## config.mk

```make
export PLATFORM = sky130hd
export DESIGN_NAME = i2s_clk_ctrl
export DESIGN_NICKNAME = d
export VERILOG_FILES = /design/src/rtl/i2s_clk_ctrl.sv
export SDC_FILE = /design/constraint.sdc
export NUM_CORES = 1
export LEC_CHECK = 0
export BUFFER_PORTS_ARGS = -buffer_cell sky130_fd_sc_hd__buf_2
export CAP_MARGIN = 20
export CORE_MARGIN = 2
export CORE_UTILIZATION = 28
export DETAILED_ROUTE_END_ITERATION = 8
export PLACE_DENSITY = 0.42
export RECOVER_POWER = 50
export SLEW_MARGIN = 25
export SYNTH_ARGS = -nofsm -noshare
export SYNTH_HDL_FRONTEND = slang
export SYNTH_SLANG_ARGS = --single-unit
```

## constraint.sdc

```tcl
create_clock -name mclk -period 3.5 [get_ports mclk]
set_clock_uncertainty 0.05 [all_clocks]
set_input_delay 0.175 -clock mclk [delete_from_list [all_inputs] [get_ports mclk]]
set_output_delay 0.175 -clock mclk [all_outputs]
set_load 0.02 [all_outputs]
```

## src/rtl/i2s_clk_ctrl.sv

```systemverilog
// rtl/i2s_clk_ctrl.sv - I2S master bclk/wclk sequencer with frame counter and rx watchdog
module i2s_clk_ctrl #(
  parameter int SLOT_BITS = 16,
  parameter int DIV_W     = 8,
  parameter int TIMEOUT   = 4096
) (
  input  logic             mclk,
  input  logic             reset,
  input  logic             enable,
  input  logic [DIV_W-1:0] div,
  input  logic             rx_data_valid,
  output logic             bclk,
  output logic             wclk,
  output logic             running,
  output logic [15:0]      frame_count,
  output logic             rx_timeout
);

  localparam int BIT_W = (SLOT_BITS > 1) ? $clog2(SLOT_BITS) : 1;
  localparam int WD_W  = $clog2(TIMEOUT + 1);
  localparam logic [BIT_W-1:0] LAST_BIT = BIT_W'(SLOT_BITS - 1);
  localparam logic [WD_W-1:0]  WD_MAX   = WD_W'(TIMEOUT);

  typedef enum logic [1:0] {
    IDLE  = 2'd0,
    RUN   = 2'd1,
    DRAIN = 2'd2,
    TAIL  = 2'd3
  } state_t;

  state_t           state_q;
  logic [DIV_W-1:0] div_l_q;
  logic [DIV_W-1:0] hcnt_q;
  logic [BIT_W-1:0] bitcnt_q;
  logic [WD_W-1:0]  wdcnt_q;
  logic [WD_W-1:0]  wdcnt_d;
  logic             bclk_q;
  logic             wclk_q;
  logic             running_q;
  logic             rx_timeout_q;
  logic [15:0]      frame_count_q;

  // Edge qualifiers derived from the current counter state.
  logic half_done;
  logic period_done;
  logic slot_done;
  logic frame_done;

  assign half_done   = (hcnt_q == div_l_q);
  assign period_done = half_done & bclk_q;                   // bclk about to fall
  assign slot_done   = period_done & (bitcnt_q == LAST_BIT);
  assign frame_done  = slot_done & wclk_q;                   // wclk about to fall
  assign wdcnt_d     = wdcnt_q + WD_W'(1);

  assign bclk        = bclk_q;
  assign wclk        = wclk_q;
  assign running     = running_q;
  assign frame_count = frame_count_q;
  assign rx_timeout  = rx_timeout_q;

  // Bus sequencer: divider, bit/slot counters, start/drain/tail control.
  always_ff @(posedge mclk) begin
    if (reset) begin
      state_q       <= IDLE;
      div_l_q       <= '0;
      hcnt_q        <= '0;
      bitcnt_q      <= '0;
      bclk_q        <= 1'b0;
      wclk_q        <= 1'b0;
      running_q     <= 1'b0;
      frame_count_q <= '0;
    end else begin
      case (state_q)
        IDLE: begin
          hcnt_q   <= '0;
          bitcnt_q <= '0;
          bclk_q   <= 1'b0;
          wclk_q   <= 1'b0;
          if (enable) begin
            state_q   <= RUN;
            running_q <= 1'b1;
            div_l_q   <= div;
          end
        end
        RUN, DRAIN: begin
          if (half_done) begin
            hcnt_q <= '0;
            bclk_q <= ~bclk_q;
          end else begin
            hcnt_q <= hcnt_q + DIV_W'(1);
          end
          if (period_done) begin
            bitcnt_q <= slot_done ? '0 : bitcnt_q + BIT_W'(1);
          end
          if (slot_done) begin
            wclk_q <= ~wclk_q;
          end
          if (frame_done) begin
            frame_count_q <= frame_count_q + 16'd1;
          end
          // A stop request only changes state; timing keeps running untouched.
          if (state_q == RUN && !enable) begin
            state_q <= DRAIN;
          end
          if (state_q == DRAIN && frame_done) begin
            state_q <= TAIL;
          end
        end
        TAIL: begin
          // One extra bclk period with wclk low, ending on the would-be falling edge.
          if (half_done) begin
            hcnt_q <= '0;
            if (bclk_q) begin
              bclk_q    <= 1'b0;
              state_q   <= IDLE;
              running_q <= 1'b0;
            end else begin
              bclk_q <= 1'b1;
            end
          end else begin
            hcnt_q <= hcnt_q + DIV_W'(1);
          end
        end
        default: begin
          state_q   <= IDLE;
          running_q <= 1'b0;
          bclk_q    <= 1'b0;
          wclk_q    <= 1'b0;
        end
      endcase
    end
  end

  // Watchdog on rx_data_valid: saturating count while the bus is clocking data.
  always_ff @(posedge mclk) begin
    if (reset) begin
      wdcnt_q      <= '0;
      rx_timeout_q <= 1'b0;
    end else if (state_q == IDLE) begin
      wdcnt_q <= '0;
      if (enable) begin
        rx_timeout_q <= 1'b0;
      end
    end else if (rx_data_valid) begin
      wdcnt_q <= '0;
    end else if (state_q != TAIL && wdcnt_q != WD_MAX) begin
      wdcnt_q <= wdcnt_d;
      if (wdcnt_d == WD_MAX) begin
        rx_timeout_q <= 1'b1;
      end
    end
  end

endmodule

```

* Word-level counts from Yosys, hierarchy flattened
Index checks and enable logic that the tools add are counted.
** Operators by class
- Add/sub/neg operators :: 4
- Equal/unequal tests :: 16
- Multiplexer cells :: 26
- Bitwise gates (word level) :: 5
- Reductions and logical operators :: 20
** Operators with widths (number)
- $add 16x1->16 const B :: 1
- $pmux 8 s2 :: 1
- $ne 2x2->1 const B :: 7
- $add 13x1->13 const B :: 1
- $eq 13x13->1 const B :: 1
- $ne 13x13->1 const B :: 1
- $mux 1 :: 12
- $reduce_and 4->1 :: 3
- $mux 2 :: 5
- $reduce_and 2->1 :: 5
- $add 8x1->8 const B :: 1
- $eq 8x8->1 :: 1
- $mux 4 :: 2
- $mux 8 :: 1
- $pmux 4 s2 :: 1
- $reduce_bool 2->1 :: 4
- $pmux 2 s3 :: 1
- $reduce_or 3->1 :: 2
- $add 4x1->4 const B :: 1
- $eq 2x2->1 const B :: 2
- $eq 4x4->1 const B :: 1
- $pmux 1 s2 :: 2
- $and 1x1->1 :: 3
- $logic_and 1x1->1 :: 3
- 8 further kinds :: 9
** Word-level totals
- Bits in registers :: 55
- Input bits :: 12
- Output and inout port bits :: 20

* Logic depth before layout (Yosys ltp)
- Word-level depth :: 7
- Depth in mapped cells :: 8

* Worst setup path before layout
No wires, ideal clock.
- Kind :: reg-to-reg
- Start point :: register state_q[0]
- End point :: register frame_count_q[15], in the netlist frame_count[15]
- Arrival :: 1.808 ns
- Data required time :: 3.327 ns
- Slack :: 1.518 ns
- Stages on the path, launching flop included :: 8
- Path buffers :: 0
- Path through :: dfxtp_1 > inv_1 > ha_1 > nand3_1 > nor4_2 > nand4_2 > nor3b_1 > mux2_1
** On the way
- Cells in the longest elaborated chain, start to end :: 3
** Ends and longest elaborated chain
- start: declaration :: RTL line 31 : state_t state_q;
- start signal: assignment :: RTL line 64 : state_q <= IDLE;
- start signal: assignment :: RTL line 80 : state_q <= RUN;
- start signal: assignment :: RTL line 103 : state_q <= DRAIN;
- $eq 2x1->1 / $eq 2x2->1 (equally long branches) :: RTL line 73 : case (state_q)
- $reduce_or 2->1 (*) :: RTL line 73
- $reduce_and 2->1 (no line) (*)
- end signal: assignment :: RTL line 99 : frame_count_q <= frame_count_q + 16'd1;
- end: declaration :: RTL line 41 : logic [15:0] frame_count_q;
Mark *: on every way between the ends. The rest lies on a longest branch, timed or not.
A chain may end at the register's enable or synchronous reset.

* Worst setup path in the final report
Same ends and word-level chain as after synthesis.

==> run summary <==
Post-Synth Adder-Cell Area: 4.25%
Detailed Route Iter0 Violations: 111
Leak pwr: 1.16 nW
Post-route ant nets: 0
Final min period: 2.46 ns
Average size of a mapped cell: 8.32 um^2
Hold path endpoint: div_l_q[4]
Routed wire length: 6890 um
Slew @ Worst Pin: 0.974 ns
Chip width: 107 um
Clk_lat worst skew: 0.31 ns
R2R Setup Slk: 1.04 ns
Commonest cells after routing, fill and taps aside: 55 x dfxtp_1, 40 x nand2_1, 39 x nor2_1
Sequential share of the synthesized area: 37.4%
WP data arrival: 2.61 ns
Clock sink total: 55
Initial antenna violation count: 0
Setup TNS: 0 ns
Post-synth EDFFs: 0
Worst relative slew slack: 34.4%
Final GP Congestion: 0.777
RSZ-0062 raised after global routing: false
Storage cell area: 1100 um^2
Number of port buffers: 31
Initial Utilization: 28.7%
FF-to-FF Start: state_q[0]
First-pass GRT wire length: 11800 um
DR WL/cell: 13.4 um
Area of the multi-input gates: 1720 um^2
Synth async-reset ratio: 0%
Max-Cap Viols: 0
Setup violators final: 0
Die Ht: 107 um
Pre-antenna DRT Iters: 4
Core Rows: 37
Crit Path Class: reg -> reg
Clock Path Buffers: 2
CTS tree: built
Cts bufs inserted: 5
Final hold vios: 0
Crit. End Element: flop
Clock root cell: clkbuf_8
DRC: 0
Gr ovfl total: 0
Highest clock rate: 0.406 GHz
Hpwl dp: 4950 um
XOR/XNOR Fraction of Synth Area: 7.14%
Clock transition at path regs: 0.10 ns
Post-CTS setup buffer count: 0
Post-synthesis register bit count: 55
Placed Cells: 506
Post-Synth Simple-Gate Area: 31.1%
P per Cell Area: 504 nW/um^2
VDD IR max: 0.218 mV
Post-synthesis compound-gate area fraction: 11.6%
Critical R2R Capture: frame_count[15]
Tcrit/Tclk final: 70.4%
Min-Delay Path Depth: 3
Fill cell count: 1132
PostCTS Resize Cnt: 0
Ys flop type: dfxtp_1
GRT Total Usage: 12.8%
Post-layout net count: 399
Cell Area, Synth: 2950 um^2
Ant diodes: 0
Mapped Cells: 354
Number of global-route vias before repair: 2376
Outcome: complete, no violations
Layout cells sized above 1: 7.96%
Most common cell after layout, fill and taps aside: dfxtp_1
Max Slew Vio Count: 0
H-Tree Depth: 2
Warning count from the yosys run: 0
Post-Syn Nets: 376
Synth cell types: 54
Via density: 4.87
Finished Layout Cells: 513
Worst endpoint required time: 3.65 ns
Core Area: 10300 um^2
HP Class: in -> reg
Largest net degree at the start of global routing: 46
Vias: 2498
Mux contribution to synthesized area: 4.50%
Main combinational cell family by area after synthesis: simple AND/OR/NAND/NOR gates
Min-delay src: div[4]
Die area: 11400 um^2
Crit path max fanout: 17
# IOs: 32
FF-to-FF path depth: 7
Hold buffers post-CTS: 0
Area delta synth->final: 11.3%
CP startpoint kind: flop
-- through the flow --
| stage | setup slack, ns | util, % | instance area (um^2) | power, mW | hold WS [ns] |
|---|---|---|---|---|---|
| floorplan | 1.52 | - | 2950 | 1.12 | 0.261 |
| global placement | 1.16 | 31.1 | 3200 | 1.24 | 0.373 |
| detailed placement | 1.06 | 31.1 | 3200 | 1.25 | 0.375 |
| CTS | 1.04 | 32.1 | 3300 | 1.67 | 0.0297 |
| global route | 0.862 | 31.9 | 3280 | 1.76 | 0.0433 |
| finish | 1.04 | 31.9 | 3280 | 1.65 | 0.0417 |
-- worst max path at each step --
stage	start	end	slack (ns)	depth (start not counted)
5_1_grt	state_q[0]	frame_count[15]	0.86	7
2_1_floorplan	state_q[0]	frame_count[15]	1.52	7
3_3_place_gp	state_q[0]	frame_count[15]	1.16	7
4_1_cts	state_q[0]	frame_count[15]	1.04	7
6_report	state_q[0]	frame_count[15]	1.04	7
3_5_place_dp	state_q[0]	frame_count[15]	1.06	7
-- logic make-up after synthesis --
group	count (synthesis)
AND/OR/NAND/NOR	172
flip-flops	55
AO/OA/AOI/OAI	53
buffers and inverters	28
XOR/XNOR	24
multiplexers	12
adder cells (fa/ha/maj)	10
-- report_power, final --
part	switching, mW	leakage (nW)	internal [mW]
logic	0.320	0.659	0.185
clock network	0.213	0.0513	0.211
registers	0.0510	0.445	0.672
-- state kept, by name, indices dropped and copies added (netlist names) --
name	flops
bitcnt_q	4
bclk	1
frame_count	16
running	1
hcnt_q	8
rx_timeout	1
div_l_q	8
state_q	2
wclk	1
wdcnt_q	13
-- worst max-delay path, cell delays in order (launching register included) --
cell	delay, ns
dfxtp_1	0.40
inv_1	0.09
ha_1	0.58
nand3_1	0.18
nor4_2	0.20
nand4_2	0.26
nor3b_1	0.28
mux2_1	0.34
-- area by class of cell --
| class | count | area share (%) |
|---|---|---|
| Tap cell | 136 | 5.19 |
| Multi-Input combinational cell | 271 | 52.6 |
| Sequential cell | 55 | 33.6 |
| Clock buffer | 6 | 2.21 |
| Inverter | 13 | 1.49 |
| Clock inverter | 1 | 0.916 |
| Timing Repair Buffer | 31 | 3.97 |
-- Yosys cell counts (2+ instances only) --
library cell / number / area share [%]
dfxtp_1: 55 / 37
nand2_1: 40 / 5.1
nor2_1: 39 / 5.0
a21oi_1: 20 / 3.4
nand3_1: 17 / 2.9
xnor2_1: 17 / 5.1
inv_1: 12 / 1.5
nand4_1: 12 / 2.5
nor2b_1: 12 / 2.5
clkbuf_1: 11 / 1.4
ha_1: 10 / 4.2
and3_1: 9 / 1.9
mux2_1: 9 / 3.4
o21ai_0: 9 / 1.5
or3_1: 8 / 1.7
xor2_1: 7 / 2.1
nand2b_1: 5 / 1.1
o211ai_1: 4 / 1.0
a31oi_1: 3 / 0.64
and3_2: 3 / 0.76
buf_2: 3 / 0.51
nand3b_1: 3 / 0.76
nand4b_1: 3 / 0.89
nor3_1: 3 / 0.51
nor3b_1: 3 / 0.76
or4_1: 3 / 0.76
a41oi_1: 2 / 0.59
and4_4: 2 / 0.76
mux2i_1: 2 / 0.68
nor4b_1: 2 / 0.59
o311ai_1: 2 / 0.59
o31ai_1: 2 / 0.51
-- layer usage --
| metal | vias to the layer above | track usage, % | share of wire [%] |
|---|---|---|---|
| met2 | 28 | 19.7 | 45 |
| met1 | 1173 | 18.1 | 51 |
| met4 | 0 | 3.34 | 0.77 |
| met5 | - | 0 | 0 |
| met3 | 4 | 2.70 | 3.0 |
| li1 | 1293 | - | - |
Power figures use the tool's default switching activity.
